### config.mk
export PLATFORM = sky130hd
export DESIGN_NAME = mem_arb
export DESIGN_NICKNAME = d
export VERILOG_FILES = /design/src/rtl/mem_arb.sv
export SDC_FILE = /design/constraint.sdc
export NUM_CORES = 1
export LEC_CHECK = 0
export ABC_AREA = 1
export CAP_MARGIN = 20
export CORE_MARGIN = 10
export CORE_UTILIZATION = 30
export CTS_BUF_LIST = sky130_fd_sc_hd__clkbuf_8
export DETAILED_ROUTE_END_ITERATION = 16
export GPL_TIMING_DRIVEN = 1
export SLEW_MARGIN = 20
export SYNTH_ARGS = -nofsm -noshare
export SYNTH_HDL_FRONTEND = slang
export SYNTH_SLANG_ARGS = --single-unit
export TNS_END_PERCENT = 5
### constraint.sdc
create_clock -name clk -period 4.92 [get_ports clk]
set_input_delay 0.984 -clock clk [delete_from_list [all_inputs] [get_ports clk]]
set_output_delay 0.984 -clock clk [all_outputs]
set_load 0.01 [all_outputs]
### src/rtl/mem_arb.sv
// Memory arbiter: a fetch port and a load/store port share one byte-wide
// synchronous RAM. Multi-byte accesses are serialised one byte per cycle.
// The arbiter grants round-robin when both ports request in the same cycle.
module mem_arb (
    input  logic        clk,
    input  logic        rst,
    input  logic        rst_c,
    input  logic        rdy,
    input  logic        if_en_i,
    input  logic [31:0] if_addr_i,
    output logic        if_done_o,
    output logic [31:0] if_data_o,
    input  logic        ls_en_i,
    input  logic        ls_we_i,
    input  logic [31:0] ls_addr_i,
    input  logic [1:0]  ls_len_i,
    input  logic [31:0] ls_data_i,
    output logic        ls_done_o,
    output logic [31:0] ls_data_o,
    output logic [31:0] mem_a_o,
    output logic        mem_wr_o,
    output logic [7:0]  mem_dout_o,
    input  logic [7:0]  mem_din_i
);
    typedef enum logic {IDLE, BUSY} state_t;
    typedef enum logic {GRANT_IF, GRANT_LS} grant_t;

    state_t      state, next_state;
    grant_t      last_grant, next_last_grant;
    grant_t      owner, next_owner;
    logic        is_write, next_is_write;
    logic [31:0] base, next_base;
    logic [2:0]  len, next_len;
    logic [2:0]  cnt, next_cnt;
    logic [31:0] wbuf, next_wbuf;
    logic [31:0] acc, next_acc;
    logic        if_done, next_if_done;
    logic        ls_done, next_ls_done;
    logic [31:0] if_data, next_if_data;
    logic [31:0] ls_data, next_ls_data;
    logic [31:0] addr_reg, next_addr_reg;
    logic        wr_reg, next_wr_reg;
    logic [7:0]  dout_reg, next_dout_reg;

    logic [2:0]  step;
    logic [2:0]  idx;
    logic [2:0]  req_len;
    logic [7:0]  wbyte;
    logic [31:0] acc_ins;
    logic        if_ok, ls_ok, pick_ls;

    // Datapath helpers: edge index, byte lane selection and arbitration inputs
    always_comb begin
        step    = cnt + 3'd1;
        idx     = step - 3'd2;
        if_ok   = if_en_i & ~if_done;
        ls_ok   = ls_en_i & ~ls_done;
        pick_ls = ls_ok & (~if_ok | (last_grant == GRANT_IF));
        case (ls_len_i)
            2'b00:   req_len = 3'd1;
            2'b01:   req_len = 3'd2;
            default: req_len = 3'd4;
        endcase
        case (step[1:0])
            2'd0:    wbyte = wbuf[7:0];
            2'd1:    wbyte = wbuf[15:8];
            2'd2:    wbyte = wbuf[23:16];
            default: wbyte = wbuf[31:24];
        endcase
        case (idx)
            3'd0:    acc_ins = {acc[31:8], mem_din_i};
            3'd1:    acc_ins = {acc[31:16], mem_din_i, acc[7:0]};
            3'd2:    acc_ins = {acc[31:24], mem_din_i, acc[15:0]};
            3'd3:    acc_ins = {mem_din_i, acc[23:0]};
            default: acc_ins = acc;
        endcase
    end

    // Next-state logic: accept/arbitrate in IDLE, step through bytes in BUSY
    always_comb begin
        next_state      = state;
        next_last_grant = last_grant;
        next_owner      = owner;
        next_is_write   = is_write;
        next_base       = base;
        next_len        = len;
        next_cnt        = cnt;
        next_wbuf       = wbuf;
        next_acc        = acc;
        next_if_done    = 1'b0;
        next_ls_done    = 1'b0;
        next_if_data    = if_data;
        next_ls_data    = ls_data;
        next_addr_reg   = addr_reg;
        next_wr_reg     = 1'b0;
        next_dout_reg   = dout_reg;

        case (state)
            IDLE: begin
                next_addr_reg = 32'h0;
                if (!rst_c && (if_ok || ls_ok)) begin
                    next_state = BUSY;
                    next_cnt   = 3'd0;
                    next_acc   = 32'h0;
                    if (pick_ls) begin
                        next_last_grant = GRANT_LS;
                        next_owner      = GRANT_LS;
                        next_is_write   = ls_we_i;
                        next_base       = ls_addr_i;
                        next_len        = req_len;
                        next_wbuf       = ls_data_i;
                        next_addr_reg   = ls_addr_i;
                        next_wr_reg     = ls_we_i;
                        if (ls_we_i) begin
                            next_dout_reg = ls_data_i[7:0];
                        end
                    end else begin
                        next_last_grant = GRANT_IF;
                        next_owner      = GRANT_IF;
                        next_is_write   = 1'b0;
                        next_base       = if_addr_i;
                        next_len        = 3'd4;
                        next_addr_reg   = if_addr_i;
                    end
                end
            end
            BUSY: begin
                next_cnt = step;
                if (is_write) begin
                    if (step == len) begin
                        next_state    = IDLE;
                        next_ls_done  = 1'b1;
                        next_addr_reg = 32'h0;
                    end else begin
                        next_addr_reg = base + {29'h0, step};
                        next_dout_reg = wbyte;
                        next_wr_reg   = 1'b1;
                    end
                end else if (rst_c) begin
                    next_state    = IDLE;
                    next_addr_reg = 32'h0;
                end else begin
                    if (step < len) begin
                        next_addr_reg = base + {29'h0, step};
                    end
                    if (step >= 3'd2) begin
                        next_acc = acc_ins;
                    end
                    if (step == len + 3'd1) begin
                        next_state    = IDLE;
                        next_addr_reg = 32'h0;
                        if (owner == GRANT_IF) begin
                            next_if_done = 1'b1;
                            next_if_data = acc_ins;
                        end else begin
                            next_ls_done = 1'b1;
                            next_ls_data = acc_ins;
                        end
                    end
                end
            end
            default: next_state = IDLE;
        endcase
    end

    // State register: reset wins over everything, rdy low freezes all state
    always_ff @(posedge clk) begin
        if (rst) begin
            state      <= IDLE;
            last_grant <= GRANT_IF;
            owner      <= GRANT_IF;
            is_write   <= 1'b0;
            base       <= 32'h0;
            len        <= 3'd0;
            cnt        <= 3'd0;
            wbuf       <= 32'h0;
            acc        <= 32'h0;
            if_done    <= 1'b0;
            ls_done    <= 1'b0;
            if_data    <= 32'h0;
            ls_data    <= 32'h0;
            addr_reg   <= 32'h0;
            wr_reg     <= 1'b0;
            dout_reg   <= 8'h0;
        end else if (rdy) begin
            state      <= next_state;
            last_grant <= next_last_grant;
            owner      <= next_owner;
            is_write   <= next_is_write;
            base       <= next_base;
            len        <= next_len;
            cnt        <= next_cnt;
            wbuf       <= next_wbuf;
            acc        <= next_acc;
            if_done    <= next_if_done;
            ls_done    <= next_ls_done;
            if_data    <= next_if_data;
            ls_data    <= next_ls_data;
            addr_reg   <= next_addr_reg;
            wr_reg     <= next_wr_reg;
            dout_reg   <= next_dout_reg;
        end
    end

    assign if_done_o  = if_done;
    assign ls_done_o  = ls_done;
    assign if_data_o  = if_data;
    assign ls_data_o  = ls_data;
    assign mem_a_o    = addr_reg;
    assign mem_wr_o   = wr_reg & rdy;
    assign mem_dout_o = dout_reg;
endmodule

=== Word level (Yosys, flattened, before mapping) ===
Index checks and enable logic that the tools add are counted.

* Output and inout bits: 107
* Bits in registers: 212
* Word-level logic and storage cells: 111
* Bits of input ports: 113

* Muxes and demuxes: 47
* $lt $le $gt $ge: 2
* Add/subtract/negate cells: 4
* Reductions and logical operators: 14
* Bitwise gates (word level): 12
* Equal/unequal tests: 17

{| class="wikitable"
|+ Operator list
! kind !! count
|-
| 32-bit two-way mux || 11
|-
| 32-bit one-hot mux with 2 select lines || 2
|-
| 32-bit one-hot mux with 4 select lines || 1
|-
| 8-bit two-way mux || 5
|-
| 32-bit by 3-bit adder with 32-bit output || 1
|-
| 8-bit one-hot mux with 3 select lines || 1
|-
| 1-bit two-way mux || 20
|-
| 6-bit AND reduction || 3
|-
| 8-bit one-hot mux with 2 select lines || 1
|-
| 2-bit != test, second input constant || 6
|-
| 3-bit one-hot mux with 2 select lines || 2
|-
| 1-bit NOT || 7
|-
| 3-bit by 1-bit adder with 3-bit output, second input constant || 2
|-
| 3-bit by 2-bit equality test with 1-bit output, second input constant || 2
|-
| 3-bit equality test || 2
|-
| 3-bit two-way mux || 2
|-
| 5-bit by 2-bit != test with 1-bit output, second input constant || 1
|-
| 5-bit AND reduction || 1
|-
| 1-bit bitwise AND || 4
|-
| 2-bit by 1-bit equality test with 1-bit output, second input constant || 2
|-
| 2-bit zero test || 2
|-
| 2-bit by 1-bit != test with 1-bit output, second input constant || 2
|-
| 1-bit one-hot mux with 2 select lines || 2
|-
| 2-bit AND reduction || 2
|-
| other kinds (12) || 12
|}

=== Depth between registers and ports, before layout ===
* Word-level depth: 8
* Mapped depth: 14
* Depth with buffers taken out: 14

=== Least setup slack after synthesis ===
No wires, ideal clock.

* Kind: input to output
* Start point: in rdy
* End point: out mem_wr_o
* Arrival: 1605 ps
* Stages: 4
* Slack: 2331 ps
* Path buffers: 2
* Data required time: 3936 ps
* Path through: buf_2 -> buf_1 -> nand2_1 -> inv_1

* Longest elaborated chain between the ends: 1

{| class="wikitable"
|+ Ends and longest elaborated chain
! element !! line !! source
|-
| start: declaration || 8 || <nowiki>input logic rdy,</nowiki>
|-
| 1-bit bitwise AND || 210 || <nowiki>assign mem_wr_o = wr_reg & rdy;</nowiki>
|-
| end: declaration || 21 || <nowiki>output logic mem_wr_o,</nowiki>
|}

No other way between the ends.

=== Final worst setup path ===
Same ends and word-level chain as after synthesis.

==> results.md <==
- Vias per cell: 4.75
- Most used DFF post-synth: dfxtp_1
- Placed Instances: 2148
- Clock network power share: 42.6%
- Status: complete, no violations
- Crit-path slowest cell: clkdlybuf4s50_1
- Synth Instances: 1551
- Reg power frac: 44.8%
- IO Port Bufs: 219
- IO Pins: 220
- R2R setup slack: 1.66 ns
- Final Cycle Share: 71.6%
- Most common cell after layout, fill and taps aside: nand2_1
- Clock latency on the worst-skew pair: 0.54 ns
- Final HPWL DP: 25500 um
- Final Cell Area: 13600 um^2
- Crit path cell chain: clkdlybuf4s50_1 -> nand2_1 -> inv_1 -> clkdlybuf4s50_1
- CTS tree: yes
- WL final: 35800 um
- Total grt overflow: 0
- Mean area per synthesized cell: 6.65 um^2
- Area grow syn2layout: 31.5%
- Starting DRT DRC Count: 777
- Slew Limit Headroom: 32.5%
- Worst EP arrival: 2.54 ns
- Num Clock Sinks: 212
- Pins Over Slew Limit: 0
- CP Capture Type: output pin
- Hold Crit Depth: 2
- Post-CTS Setup Repair Bufs: 0
- Final Instance Count excl. Fillers: 2220
- Post-synth net total: 1679
- Root Driver: clkbuf_8
- GRT Total Usage: 16.3%
- Die X: 205 um
- HP Start: acc[1]$_SDFFE_PP0P_
- HP Class: flip-flop to flip-flop
- Post-synth cell types: 37
- Pre-antenna DRT Iters: 5
- FP Rows: 67
- Initial core utilization: 30.6%
- Final Util: 40.2%
- Die height: 205 um
- Setup Crit Path Kind: input pin to output pin
- Int Pwr: 0.00295 W
- Most frequent cell on the critical path: clkdlybuf4s50_1
- Die area: 42200 um^2
- Layout cells sized above 1: 6.04%
- Ys Warns: 0
- CORE AREA: 33700 um^2
- Worst flop-to-flop path startpoint: cnt[0]$_SDFFE_PP0P_
- CP max stage delay: 0.84 ns
- Async SR Flop Fraction: 0%
- Cell Area, Placed: 12800 um^2
- First-pass GRT wire length: 55800 um
- Hold EP: acc[1]$_SDFFE_PP0P_
- Largest net degree at the start of global routing: 79
- Setup TNS: 0 ns
- RSZ-0062 raised after global routing: false
- Commonest cells after routing, fill and taps aside: 369 x nand2_1, 300 x nor2_1, 218 x clkdlybuf4s50_1, 212 x dfxtp_1, 157 x o21ai_0
- Worst slew pin tran: 1.01 ns
- PwrDens: 301 nW/um^2
- CTS H-tree depth: 2
- Comb pwr share: 12.7%
- Switching share of power: 27.7%
- Final Total Pwr: 0.00408 W
- Clock tree buffer depth: 3
- Routed vias: 10600
- CTS resizes: 0
- Maximum Capacitance Violations: 0
- Psw: 0.00113 W
- GPL Wtd Cong: 0.877
- Crit-path max FO: 10
- Sequential element share of the synthesized area: 41.2%
- Clk slew on worst S/H paths: 0.06 ns
- Number of global-route vias before repair: 10200
- EDFF count, synth: 0
- Drt drc: 0
- Hold_buf cts: 0
- Highest clock rate: 284 MHz
- Startpoint types: input pin
- Required @ worst endpoint: 3.94 ns
- Final min period: 3.52 ns
- Post-DRT Antenna Nets: 0
- Fin Clk Skew: 0.0245 ns
- Number of synthesized register bits: 212
- FF-to-FF path depth: 11
- Setup Viol. Count Final: 0
- Area of the mapped netlist: 10300 um^2
- Hold Vio Cnt, Final: 0
- Wire per inst: 16.1 um
- Initial antenna violation count: 0
- Max VDD drop: 0.187 mV
- FF-to-FF End: if_data_o[7]$_SDFFE_PP0P_
- P_leak: 5.76 nW
- Num CTS Buffers: 39
- Final net count: 1869
==> synth_stat cells, types with 3 or more instances <==
master | number | area share, %
a21oi_1 | 125 | 6.1
nand2_1 | 370 | 13
nand3_1 | 57 | 2.8
o21ai_1 | 17 | 0.82
o21ai_0 | 157 | 7.6
dfxtp_1 | 212 | 41
ha_1 | 14 | 1.7
nor2_1 | 300 | 11
clkbuf_1 | 31 | 1.1
nand2_2 | 12 | 0.73
xor2_1 | 9 | 0.76
inv_2 | 6 | 0.22
o211ai_1 | 8 | 0.58
nand4_1 | 7 | 0.42
buf_1 | 4 | 0.15
buf_6 | 4 | 0.44
o21a_1 | 15 | 1.1
o22ai_1 | 16 | 0.97
nor3_4 | 3 | 0.47
inv_1 | 123 | 4.5
nand3b_1 | 4 | 0.29
buf_2 | 39 | 1.9
buf_4 | 4 | 0.29
==> layout make-up <==
type	instances	area, um^2
antenna	1	2.50
clock buffer	48	661
inverter	129	485
fill	3520	20100
tap	448	561
clock inverter	23	141
timing repair buffer	231	2280
sequential	212	4240
multi-input combinational	1128	5190
==> cell families after synthesis <==
group | Yosys count | share of synthesized area [%]
simple gates | 762 | 30.0
compound gates | 341 | 17.5
buf+inv | 211 | 8.59
fa+ha+maj | 15 | 1.89
xor+xnor | 10 | 0.849
flops | 212 | 41.2
==> power by group through the flow <==
stage | sequential, W | combinational (W) | clock [W]
after CTS | 0.00183 | 0.000522 | 0.00179
after global routing | 0.00183 | 0.000574 | 0.00186
after detailed placement | 0.00186 | 0.000519 | 0
after floorplan | 0.00186 | 0.000265 | 0
after global placement | 0.00186 | 0.000515 | 0
final | 0.00183 | 0.000517 | 0.00174
==> per-stage QoR <==
step,setup slack [ns],hold slack [ns]
floorplan,2.33,0.444
global placement,1.38,0.451
global route,1.35,0.485
finish,1.40,0.466
CTS,1.40,0.466
detailed placement,1.36,0.455
==> worst max-delay path: cells and delay by family <==
family / cells / cell delay (ns)
buffers and inverters: 3 / 1.44
and+or+nand+nor: 1 / 0.11
==> how the worst max path moves through the flow <==
| stage | startpoint | endpoint | slack [ns] | cells after the start |
|---|---|---|---|---|
| 2_1_floorplan | rdy | mem_wr_o | 2.33 | 4 |
| 3_3_place_gp | rdy | ls_data_o[0]$_SDFFE_PP0P_ | 1.38 | 7 |
| 3_5_place_dp | rdy | ls_data_o[31]$_SDFFE_PP0P_ | 1.36 | 7 |
| 4_1_cts | rdy | mem_wr_o | 1.40 | 4 |
| 5_1_grt | rdy | mem_wr_o | 1.35 | 4 |
| 6_report | rdy | mem_wr_o | 1.40 | 4 |
==> metal layers <==
layer,part of all wire [%],vias up,global-route usage [%]
met5,0,-,0
met4,2.1,0,4.54
met3,6.8,59,3.76
met2,47,325,26.8
met1,44,4819,20.8
li1,-,5349,-
No activity file was read; power rests on OpenSTA's default activity.
